===== src/rtl/bw_mac_accumulator.sv =====
// rtl/bw_mac_accumulator.sv - saturating signed dot-product accumulator for Baugh-Wooley products
module bw_mac_accumulator #(
  parameter int PROD_W    = 8,
  parameter int ACC_W     = 10,
  parameter int NUM_TERMS = 4
) (
  input  logic              clk,
  input  logic              rst_n,
  input  logic              start,
  input  logic              clear,
  input  logic              in_valid,
  input  logic [PROD_W-1:0] in_prod,
  output logic              in_ready,
  output logic              out_valid,
  input  logic              out_ready,
  output logic [ACC_W-1:0]  out_acc,
  output logic              out_sat,
  output logic              busy
);

  typedef enum logic [1:0] {
    S_IDLE  = 2'd0,
    S_ACCUM = 2'd1,
    S_DONE  = 2'd2
  } state_t;

  // a single-term configuration still needs a one-bit counter
  localparam int CNT_W = (NUM_TERMS > 1) ? $clog2(NUM_TERMS) : 1;
  localparam logic [CNT_W-1:0] LAST_CNT = CNT_W'(NUM_TERMS - 1);
  localparam logic [ACC_W-1:0] ACC_MAX  = {1'b0, {(ACC_W-1){1'b1}}};
  localparam logic [ACC_W-1:0] ACC_MIN  = {1'b1, {(ACC_W-1){1'b0}}};

  state_t             state_q, state_d;
  logic [ACC_W-1:0]   acc_q, acc_d;
  logic [CNT_W-1:0]   count_q, count_d;
  logic               sat_q, sat_d;
  logic [ACC_W-1:0]   out_acc_q, out_acc_d;
  logic               out_sat_q, out_sat_d;

  logic [ACC_W:0]     sum_ext;
  logic               sum_ovf;
  logic [ACC_W-1:0]   sum_clamped;

  // one guard bit above the accumulator; disagreement with the sign bit means overflow
  always_comb begin
    sum_ext     = {acc_q[ACC_W-1], acc_q}
                + {{(ACC_W+1-PROD_W){in_prod[PROD_W-1]}}, in_prod};
    sum_ovf     = sum_ext[ACC_W] ^ sum_ext[ACC_W-1];
    sum_clamped = sum_ext[ACC_W-1:0];
    if (sum_ovf) begin
      sum_clamped = sum_ext[ACC_W] ? ACC_MIN : ACC_MAX;
    end
  end

  // next-state and datapath update; clear overrides every other request
  always_comb begin
    state_d   = state_q;
    acc_d     = acc_q;
    count_d   = count_q;
    sat_d     = sat_q;
    out_acc_d = out_acc_q;
    out_sat_d = out_sat_q;
    if (clear) begin
      state_d = S_IDLE;
      acc_d   = '0;
      count_d = '0;
      sat_d   = 1'b0;
    end else begin
      case (state_q)
        S_IDLE: begin
          if (start) begin
            state_d = S_ACCUM;
            acc_d   = '0;
            count_d = '0;
            sat_d   = 1'b0;
          end
        end
        S_ACCUM: begin
          if (in_valid) begin
            acc_d   = sum_clamped;
            sat_d   = sat_q | sum_ovf;
            count_d = count_q + 1'b1;
            if (count_q == LAST_CNT) begin
              state_d   = S_DONE;
              count_d   = '0;
              out_acc_d = sum_clamped;
              out_sat_d = sat_q | sum_ovf;
            end
          end
        end
        S_DONE: begin
          if (out_ready) begin
            if (start) begin
              state_d = S_ACCUM;
              acc_d   = '0;
              count_d = '0;
              sat_d   = 1'b0;
            end else begin
              state_d = S_IDLE;
            end
          end
        end
        default: begin
          state_d = S_IDLE;
        end
      endcase
    end
  end

  // state and datapath registers
  always_ff @(posedge clk or negedge rst_n) begin
    if (!rst_n) begin
      state_q   <= S_IDLE;
      acc_q     <= '0;
      count_q   <= '0;
      sat_q     <= 1'b0;
      out_acc_q <= '0;
      out_sat_q <= 1'b0;
    end else begin
      state_q   <= state_d;
      acc_q     <= acc_d;
      count_q   <= count_d;
      sat_q     <= sat_d;
      out_acc_q <= out_acc_d;
      out_sat_q <= out_sat_d;
    end
  end

  assign in_ready  = (state_q == S_ACCUM);
  assign busy      = (state_q == S_ACCUM);
  assign out_valid = (state_q == S_DONE);
  assign out_acc   = out_acc_q;
  assign out_sat   = out_sat_q;

endmodule

===== config.mk =====
export PLATFORM = sky130hd
export DESIGN_NAME = bw_mac_accumulator
export DESIGN_NICKNAME = d
export VERILOG_FILES = /design/src/rtl/bw_mac_accumulator.sv
export SDC_FILE = /design/constraint.sdc
export NUM_CORES = 1
export LEC_CHECK = 0
export CAP_MARGIN = 20
export CORE_MARGIN = 1.5
export CORE_UTILIZATION = 54
export CTS_BUF_LIST = sky130_fd_sc_hd__clkbuf_8
export CTS_CLUSTER_SIZE = 8
export DETAILED_ROUTE_END_ITERATION = 7
export DONT_BUFFER_PORTS = 1
export PLACE_DENSITY = 0.72
export SYNTH_ARGS = -nofsm -noshare
export SYNTH_HDL_FRONTEND = slang
export SYNTH_SLANG_ARGS = --single-unit

===== constraint.sdc =====
create_clock -name clk -period 4.4 [get_ports clk]
set_input_delay 0.22 -clock clk [delete_from_list [all_inputs] [get_ports clk]]
set_output_delay 0.22 -clock clk [all_outputs]
set_load 0.05 [all_outputs]

Word-level counts from Yosys, hierarchy flattened
Cells that the tools add are included.

Register bits: 26. Output and inout bits: 14. Word-level logic and storage cells: 48.

Equality and inequality tests: 7. Add/sub/neg operators: 2. Reductions and logical operators: 5. Bitwise operators: 3. Mux-type cells: 25.

Operator list (number): $mux 10 (6); $pmux 10 s3 (1); $mux 2 (10); $pmux 2 s3 (2); $add 10x8->11 (1); $reduce_and 4->1 (2); $ne 3x2->1 const B (2); $ne 3x3->1 const B (2); $mux 1 (5); $eq 2x2->1 const B (2); $reduce_bool 4->1 (1); $pmux 1 s3 (1); $reduce_and 3->1 (1); $add 2x1->2 const B (1); $eq 2x1->1 const B (1); $logic_not 2->1 (1); $not 1->1 (1); $or 1x1->1 (1); $xor 1x1->1 (1).

Logic depth before layout (Yosys ltp)
Gate-level depths: netlist (run 1).

Depth in word-level cells: 6. Depth in mapped cells: 9. Depth with buffers taken out: 9.

Least setup slack after synthesis (run 1)
OpenSTA, ideal clock, no wires.

Path kind: register to register. Start: register acc_q[0]. End: register out_acc_q[2] (netlist: out_acc[2]). Stages on the path, launching flop included: 10. Path slack: 2065 ps. Setup time: 125 ps. Arrival: 2210 ps. Path through: dfrtp_1 > ha_1 > fa_1 > a211oi_1 > o21ai_2 > a21oi_2 > nand2_1 > mux2i_4 > o21ai_1 > mux2_2.

Longest elaborated chain between the ends: 3. Elaborated cells between the ends (all ways): 4. Those cells by class: 1 x add/sub; 2 x mux; 1 x bitwise.

Ends and longest elaborated chain: start: declaration (RTL line 34) `logic [ACC_W-1:0] acc_q, acc_d;`; start signal: assignment (RTL line 114) `acc_q <= '0;`; start signal: assignment (RTL line 121) `acc_q <= acc_d;`; $add 10x8->11 (*) (RTL line 47) `+ {{(ACC_W+1-PROD_W){in_prod[PROD_W-1]}}, in_prod};`; $mux 10 / $xor 1x1->1 (equally long branches) (RTL line 51, 48); $mux 10 (*) (RTL line 50) `if (sum_ovf) begin`; end signal: assignment (RTL line 124) `out_acc_q <= out_acc_d;`; end: declaration (RTL line 37) `logic [ACC_W-1:0] out_acc_q, out_acc_d;`.

Every way passes the cells marked *; elsewhere a longest branch is shown, timed or not. A chain may end at the register's enable or synchronous reset.

Final worst setup path (run 1)
Start: register acc_q[0]. End: register out_acc_q[4] (netlist: out_acc[4]).

Same word-level chain as after synthesis.

==> results.json, run 1 <==
{
  "drive_above_1_share": 0.178,
  "initial_core_util": 0.574,
  "dieArea_um2": 3260,
  "rsz0062_at_grt": "no",
  "grt_pass1_vias": 1155,
  "htreeDepth": 1,
  "seqCellArea_um2": 651,
  "clk_latency_ns": 0.27,
  "core-area_um2": 2760,
  "fp-row-count": 19,
  "port_buffers": 0,
  "place_area_um2": 1610,
  "switching_share": 0.283,
  "slew_violations": 0,
  "powerDensity_nw_per_um2": 299,
  "final_cell_area_um2": 1710,
  "path_buf_inv": 0,
  "pwr-share-seq": 0.493,
  "syn_to_final_growth_pct": 8.07,
  "synth_top_flop_cell": "dfrtp_1",
  "synth.distinct_cells": 39,
  "ir_worst_vdd_v": 0.000217,
  "fin_nets": 190,
  "p_switching_mw": 0.145,
  "multi_input_area_um2": 902,
  "synth.avg_cell_area_um2": 10.0,
  "async_flop_share": 1.00,
  "tightest_slew_ns": 1.01,
  "final_util": 0.620,
  "dpl.hpwl_um": 2460,
  "p_int_mw": 0.367,
  "wl_um": 3170,
  "hp-class": "in -> reg",
  "yosys.area.top_type": "dfrtp_1",
  "slowest_delay_ns": 0.43,
  "netlist.area_leader.share": 0.411,
  "die_y_um": 57.1,
  "drt-wirelength-per-cell_um": 16.3,
  "path_clk_slew_ns": 0.09,
  "cts_made_buffers": 3,
  "synth_edf_count": 0,
  "finalCriticalPeriod_ns": 2.55,
  "die_w_um": 57.1,
  "slowest_stage": "fa_1",
  "fin_skew_ns": 0.00841,
  "clock_path_buffers": 2,
  "cp_cell_sequence": "ha_1, fa_1, a211oi_1, o21ai_2, a21oi_2, nand2_1, mux2i_4, o21ai_1, mux2_2",
  "grt.overflow.total": 0,
  "cts_tree": "yes",
  "gp_congestion": 0.880,
  "cts_root_buffer": "clkbuf_8",
  "start_kind": "flop",
  "setup_viol": 0,
  "final_hold_viol_count": 0,
  "period_share": 0.579,
  "synthTopCellsByCount": "dfrtp_1 (26), nand2_1 (25), o21ai_0 (14)",
  "path_depth": 9,
  "maxSlewHeadroom": 0.324,
  "nFillCells": 229,
  "rrSetupSlack_ns": 1.85,
  "insertedDiodeCount": 0,
  "syn-num-nets": 184,
  "status": "finished clean",
  "antenna_found_initial": 0,
  "timing.rr.end": "out_acc[4]$_DFFE_PN0P_",
  "endpoint": "out_acc[4]$_DFFE_PN0P_",
  "worstRegToRegCells": 9,
  "p_leak_nw": 0.826,
  "grt_max_degree": 27,
  "synth.most_common_cell": "dfrtp_1",
  "cp-end-kind": "flop",
  "cp-startpoint": "acc_q[0]$_DFFE_PN0P_",
  "via_per_inst": 6.13,
  "crit_fanout": 6,
  "max_freq_ghz": 0.393,
  "drtAntennaViolNets": 0,
  "synthCells": 158,
  "ys_seq_elements": 26,
  "drc_errors": 0,
  "yosys-top-cells-area": "dfrtp_1 (41%), ha_1 (8.7%), nand2_1 (5.9%), o21ai_0 (4.4%), mux2_2 (4.3%)",
  "worstPathRequired_ns": 4.56,
  "crit_arrival_ns": 2.70,
  "worstReg2RegStart": "acc_q[0]$_DFFE_PN0P_",
  "ys_warn_count": 0,
  "boundaryPins": 28,
  "cp_top_family": "compound AO/OA/AOI/OAI gates",
  "seq_area_frac_synth": 0.411,
  "syn_area_um2": 1580,
  "drtIter0Drc": 32,
  "clock_power_share": 0.299,
  "grt_pass1_wl_um": 5400,
  "fin_tns_setup_ns": 0,
  "path_class": "reg -> reg",
  "drv_cap": 0,
  "pwr-share-comb": 0.208,
  "first_pass_iters": 4,
  "clock-sinks": 26,
  "post-cts-setup-buffers": 0,
  "via_count": 1189,
  "track_usage": 0.214
}
## metrics by stage
step | instances | power (mW) | hold WS [ns] | worst slack (ns)
floorplan | 158 | 0.336 | -0.0756 | 2.07
global placement | 187 | 0.352 | -0.0749 | 1.94
detailed placement | 187 | 0.355 | -0.0749 | 1.86
CTS | 194 | 0.514 | 0.164 | 1.84
global route | 194 | 0.537 | 0.173 | 1.72
finish | 194 | 0.512 | 0.163 | 1.85
## cells in the final DEF (no fill, tap or decap), types with 2 or more instances in the layout
master	n
inv_1	2
clkbuf_8	4
a21oi_1	10
a22o_1	4
xnor2_1	3
nor3_1	2
o21ai_2	2
nor2_1	5
a21o_1	4
a22o_2	3
buf_4	2
a21oi_2	3
o21ai_1	5
nor2b_1	3
ha_1	11
dlygate4sd3_1	2
dfrtp_1	26
nand2_1	25
a211oi_1	5
o21ai_0	14
mux2_2	6
xor2_1	3
## state kept, by name (all words and copies together) (netlist names)
| signal | count |
|---|---|
| out_acc | 10 |
| state_q | 2 |
| count_q | 2 |
| out_sat | 1 |
| acc_q | 10 |
| sat_q | 1 |
## worst min-delay path, delay by kind of cell
| family | cells | cell delay (ns) |
|---|---|---|
| compound gates | 1 | 0.06 |
| simple gates | 2 | 0.12 |
## power by group through the flow
stage	combinational (mW)	sequential, mW	clock (mW)
detailed placement	0.0975	0.257	0
global placement	0.0947	0.257	0
finish	0.106	0.252	0.153
global route	0.119	0.253	0.166
floorplan	0.0807	0.255	0
CTS	0.106	0.252	0.156
## per-layer routing
metal	track usage	wire length, µm
met1	0.291	1450
met2	0.348	1540
met3	0.0408	151
met4	0.0698	32
met5	0	0
## kinds of logic (layout without fill, tap and decap cells)
logic type / count (synthesis) / in the layout / synth area share
buf+inv: 6 / 11 / 0.0198
xor+xnor: 6 / 6 / 0.0332
compound gates: 57 / 57 / 0.244
fa+ha+maj: 12 / 12 / 0.0997
simple gates: 44 / 44 / 0.135
flops: 26 / 26 / 0.411
mux: 7 / 7 / 0.0570
## final cells by class
cell class                 instances  area share
multi-input combinational        126       0.528
tap                               31      0.0227
timing repair buffer               5      0.0322
sequential                        26       0.381
inverter                           2     0.00439
clock buffer                       4      0.0322
## timing repair
item,in CTS,in global routing
hold buffers,3,0
endpoints found under the hold margin,27,0
setup endpoints to repair,0,0
gates resized for setup,0,0
## worst min path at each step
stage,from,endpoint,slack [ns],cells after the start
after floorplan,rst_n,acc_q[0]$_DFFE_PN0P_,-0.08,0
after global placement,rst_n,acc_q[6]$_DFFE_PN0P_,-0.07,0
after detailed placement,rst_n,acc_q[6]$_DFFE_PN0P_,-0.07,0
after CTS,in_valid,state_q[0]$_DFFE_PN0P_,0.16,3
after global routing,out_ready,state_q[1]$_DFFE_PN0P_,0.17,2
final,in_valid,state_q[0]$_DFFE_PN0P_,0.16,3
(Power assumes the default switching activity.)
==> run 2, diff against run 1 <==
- PLACE_DENSITY: 0.72 -> 0.75
- clock period: 4.4 -> 2.2 ns (I/O delays scaled with it)
==> run 2 against run 1 <==
Effect of this change: power is 120% higher; maximum frequency up 8.3%; design area grew 20%; non-clock buffer count up 16; first-iteration DRC count up 91%; the flow now finishes with violations (negative setup slack).
==> results.json, run 2 (synthesized netlist as in run 1, its figures left out) <==
{
  "die_w_um": 57.1,
  "drt-wirelength-per-cell_um": 18.8,
  "p_leak_nw": 0.942,
  "insertedDiodeCount": 0,
  "violations": "negative setup slack",
  "powerDensity_nw_per_um2": 548,
  "dieArea_um2": 3260,
  "period_share": 1.07,
  "cts_root_buffer": "clkbuf_8",
  "drtAntennaViolNets": 0,
  "first_pass_iters": 4,
  "clock-sinks": 26,
  "fin_cells": 210,
  "final_common_cell": "dfrtp_1",
  "drc_errors": 0,
  "grt_pass1_vias": 1356,
  "worstPathRequired_ns": 2.36,
  "gp_congestion": 0.815,
  "die_y_um": 57.1,
  "final_util": 0.742,
  "dpl.hpwl_um": 2600,
  "maxSlewHeadroom": 0.676,
  "boundaryPins": 28,
  "numPlacedInstances": 197,
  "cp-end-kind": "flop",
  "htreeDepth": 1,
  "max_freq_ghz": 0.425,
  "fin_nets": 206,
  "nFillCells": 177,
  "drtIter0Drc": 61,
  "final_hold_viol_count": 0,
  "path_buf_inv": 0,
  "via_count": 1312,
  "antenna_found_initial": 0,
  "place_area_um2": 1710,
  "layout_setup_ws_ns": -0.152,
  "grt.overflow.total": 0,
  "ir_worst_vdd_v": 0.000533,
  "setup_viol": 14,
  "start_kind": "flop",
  "cp_cell_sequence": "ha_2, fa_2, a211oi_2, o21ai_2, a21oi_4, nand2_2, mux2i_4, o21ai_2, mux2_2",
  "path_clk_slew_ns": 0.09,
  "slowest_stage": "dfrtp_1",
  "holdWs_ns": 0.0592,
  "final_cell_mix": "dfrtp_1 (25), nand2_1 (23), buf_4 (17)",
  "track_usage": 0.239,
  "path_class": "reg -> reg",
  "port_buffers": 0,
  "status": "complete, but fails checks",
  "power_mw": 1.12,
  "core-area_um2": 2760,
  "slowest_delay_ns": 0.39,
  "wl_um": 3950,
  "syn_to_final_growth_pct": 29.4,
  "cp_top_family": "compound AO/OA/AOI/OAI gates",
  "rsz0062_at_grt": "yes",
  "hp-class": "in -> reg",
  "slew_violations": 0,
  "clock_path_buffers": 2,
  "fin_skew_ns": 0.00164,
  "cts_made_buffers": 3,
  "tightest_slew_ns": 0.486,
  "crit_arrival_ns": 2.51,
  "initial_core_util": 0.574,
  "clk_latency_ns": 0.27,
  "final_cell_area_um2": 2050,
  "crit_top_cell": "o21ai_2",
  "fp-row-count": 19,
  "drive_above_1_share": 0.397,
  "via_per_inst": 6.25,
  "cts_tree": "yes",
  "drv_cap": 0,
  "finalCriticalPeriod_ns": 2.35,
  "grt_pass1_wl_um": 6090,
  "grt_max_degree": 27,
  "crit_fanout": 5
}
## run 2: cell types whose count changed in the layout (fill, tap and decap cells not counted), moves of 3 or more
cell,before,now
o21ai_0,14,4
a21oi_1,10,5
a211oi_1,5,1
o21ai_1,5,10
mux2_4,0,3
a211oi_2,1,5
mux2_2,6,3
o21ai_2,2,7
ha_1,11,6
ha_4,0,4
buf_4,2,17
a21oi_4,0,4
## run 2: final cells by class
class	count	area, µm²	share of cell area
clock buffers	4	55.1	0.0269
inverters	2	7.51	0.00367
multi-input cells	126	1110	0.544
flip-flops and latches	26	652	0.319
well taps	31	38.8	0.0190
repair buffers	21	179	0.0875
## run 2: where the power goes
| group | switching (mW) | total, mW | internal [mW] |
|---|---|---|---|
| Clock | 0.150 | 0.310 | 0.160 |
| Sequential | 0.0164 | 0.507 | 0.491 |
| Combinational | 0.171 | 0.304 | 0.134 |
| Total | 0.337 | 1.12 | 0.784 |
## run 2: stage by stage
step | setup TNS (ns) | setup WS [ns]
floorplan | -0.00408 | -0.00136
global placement | -0.534 | -0.0709
detailed placement | -1.25 | -0.154
CTS | -1.09 | -0.138
global route | -2.85 | -0.225
finish | -1.26 | -0.152
## run 2: what timing repair did
item | in CTS | in global routing
hold endpoints to repair | 27 | 0
hold buffers | 3 | 0
buffers inserted | 4 | 2
pin swaps | 12 | 20
resized for setup | 9 | 36
endpoints found under the setup margin | 18 | 20
## run 2: final timing paths
path	to	slack [ns]	from	cells after the start
setup reg to reg	out_acc[6]$_DFFE_PN0P_	-0.15	acc_q[0]$_DFFE_PN0P_	9
hold reg to reg	acc_q[5]$_DFFE_PN0P_	0.52	acc_q[5]$_DFFE_PN0P_	2
hold / removal	state_q[1]$_DFFE_PN0P_	0.06	out_ready	2
max in group asynchronous	acc_q[1]$_DFFE_PN0P_	1.78	rst_n	2
setup / recovery	out_acc[6]$_DFFE_PN0P_	-0.15	acc_q[0]$_DFFE_PN0P_	9
min in group asynchronous	acc_q[7]$_DFFE_PN0P_	0.26	rst_n	2
## run 2: routing by layer
| layer | track usage | share of wire | wire length, µm |
|---|---|---|---|
| met2 | 0.411 | 0.52 | 2050 |
| met4 | 0.0997 | 0.028 | 110 |
| met1 | 0.297 | 0.41 | 1620 |
| met5 | 0 | 0 | 0 |
| met3 | 0.0408 | 0.042 | 166 |
## run 2: worst register-to-register path, delay by kind of cell, from the launching register on
kind,cells,cell delay (ns)
AO/OA/AOI/OAI,4,0.64
adder cells (fa/ha/maj),2,0.55
flip-flops,1,0.39
multiplexers,2,0.54
AND/OR/NAND/NOR,1,0.11
==> run 3, diff against run 2 <==
- CORE_ASPECT_RATIO: unset -> 1.1
- MAX_ROUTING_LAYER: unset -> met4
- PLACE_DENSITY: 0.75 -> 0.72
- clock period: 2.2 -> 2.59 ns (I/O delays scaled with it)
==> run 3 against run 2 <==
Effect of this change: the flow now finishes without violations; design area decreased by 14%; combinational power decreased by 38%; global-route usage increased by 2.0 points; clock power grew 9.7%; sequential cell count stayed put; sequential power shrank 16%; largest cell class unchanged; largest power group unchanged.
==> results.json, run 3 (synthesized netlist as in run 1, its figures left out) <==
{
  "status": "finished clean",
  "maxSlewHeadroom": 0.626,
  "clock_path_buffers": 2,
  "hp-class": "in -> reg",
  "dieArea_um2": 3260,
  "nFillCells": 230,
  "syn_to_final_growth_pct": 11.2,
  "htreeDepth": 1,
  "pwr-share-comb": 0.197,
  "powerDensity_nw_per_um2": 545,
  "ir_worst_vdd_v": 0.000355,
  "antenna_found_initial": 0,
  "start_kind": "flop",
  "setup_viol": 0,
  "grt_pass1_vias": 1233,
  "multi_input_area_um2": 910,
  "final_cell_mix": "dfrtp_1 (26), nand2_1 (25), o21ai_0 (14)",
  "fp-row-count": 20,
  "drive_above_1_share": 0.205,
  "drt-wirelength-per-cell_um": 18.1,
  "insertedDiodeCount": 0,
  "first_pass_iters": 4,
  "cp-startpoint": "acc_q[0]$_DFFE_PN0P_",
  "worstPathRequired_ns": 2.75,
  "max_freq_ghz": 0.402,
  "slew_violations": 0,
  "clock-sinks": 26,
  "wl_um": 3590,
  "port_buffers": 0,
  "p_leak_nw": 0.848,
  "fin_skew_ns": 0.00817,
  "via_count": 1251,
  "cts_made_buffers": 3,
  "p_switching_mw": 0.261,
  "drtAntennaViolNets": 0,
  "crit_fanout": 5,
  "boundaryPins": 28,
  "fin_nets": 193,
  "track_usage": 0.259,
  "initial_core_util": 0.569,
  "worstRegToRegCells": 9,
  "numPlacedInstances": 190,
  "cp-end-kind": "flop",
  "clk_latency_ns": 0.28,
  "grt.overflow.total": 0,
  "core-area_um2": 2780,
  "finalCriticalPeriod_ns": 2.49,
  "die_w_um": 54.6,
  "drc_errors": 0,
  "seqCellArea_um2": 651,
  "period_share": 0.961,
  "dpl.hpwl_um": 2600,
  "drtIter0Drc": 26,
  "crit_arrival_ns": 2.65,
  "tightest_slew_ns": 0.560,
  "fin_cells": 199,
  "final_common_cell": "dfrtp_1",
  "pwr-share-seq": 0.447,
  "final_hold_viol_count": 0,
  "die_y_um": 59.8,
  "grt_pass1_wl_um": 5870,
  "switching_share": 0.273,
  "cts_root_buffer": "clkbuf_8",
  "via_per_inst": 6.29,
  "grt_max_degree": 27,
  "rrSetupSlack_ns": 0.10,
  "p_int_mw": 0.697,
  "cts_tree": "yes",
  "fin_tns_setup_ns": 0,
  "timing.rr.end": "out_acc[2]$_DFFE_PN0P_",
  "drv_cap": 0,
  "layout_setup_ws_ns": 0.102,
  "clock_power_share": 0.355,
  "endpoint": "out_acc[2]$_DFFE_PN0P_",
  "path_class": "reg -> reg",
  "path_clk_slew_ns": 0.10,
  "worstReg2RegStart": "acc_q[0]$_DFFE_PN0P_",
  "place_ws_ns": 0.0387,
  "gp_congestion": 0.970
}
## run 3: worst max-delay path: stages (launching register included)
cell and delay (ns):
dfrtp_1 0.39, ha_1 0.21, fa_2 0.38, a211oi_2 0.25, o21ai_2 0.11, a21oi_2 0.21
nand2_1 0.15, mux2i_4 0.26, o21ai_1 0.13, mux2_2 0.27
## run 3: how the worst min path moves through the flow
stage	from	to	slack, ns	cells past startpoint
6_report	in_valid	state_q[0]$_DFFE_PN0P_	0.07	3
5_1_grt	out_ready	state_q[1]$_DFFE_PN0P_	0.08	2
4_1_cts	in_valid	state_q[0]$_DFFE_PN0P_	0.07	3
3_5_place_dp	rst_n	acc_q[6]$_DFFE_PN0P_	-0.17	0
3_3_place_gp	rst_n	acc_q[6]$_DFFE_PN0P_	-0.17	0
2_1_floorplan	rst_n	acc_q[0]$_DFFE_PN0P_	-0.17	0
## run 3: timing repair
action,4_1_cts,5_1_grt
hold endpoints to repair,27,0
setup endpoints to repair,0,14
resized for setup,0,2
buffers inserted,0,2
hold buffers,3,0
## run 3: power by group through the flow
stage                     Sequential [mW]  Clock [mW]  Combinational, mW
after global routing                0.430       0.358              0.210
after CTS                           0.428       0.343              0.184
after detailed placement            0.437           0              0.168
final                               0.428       0.340              0.189
after floorplan                     0.434           0              0.137
after global placement              0.436           0              0.162
## run 3: stage by stage
step | hold slack (ns) | total power, mW | util | area, µm²
final | 0.0670 | 0.958 | 0.633 | 1760
after floorplan | -0.166 | 0.571 | - | 1580
after global placement | -0.165 | 0.598 | 0.585 | 1620
after CTS | 0.0706 | 0.955 | 0.625 | 1740
after global routing | 0.0846 | 0.997 | 0.633 | 1760
after detailed placement | -0.165 | 0.605 | 0.585 | 1620
## run 3: layout make-up
class | count | area share
clock buffer | 3 | 0.0235
clock inverter | 1 | 0.0171
inverter | 2 | 0.00427
multi-input combinational | 126 | 0.517
sequential | 26 | 0.370
tap | 33 | 0.0235
timing repair buffer | 8 | 0.0441
## run 3: layer usage
| layer | vias up | global-route usage | share of wire |
|---|---|---|---|
| li1 | 589 | - | - |
| met3 | 10 | 0.0350 | 0.046 |
| met5 | - | - | 0 |
| met4 | 0 | 0.0750 | 0.019 |
| met2 | 40 | 0.451 | 0.52 |
| met1 | 612 | 0.304 | 0.41 |
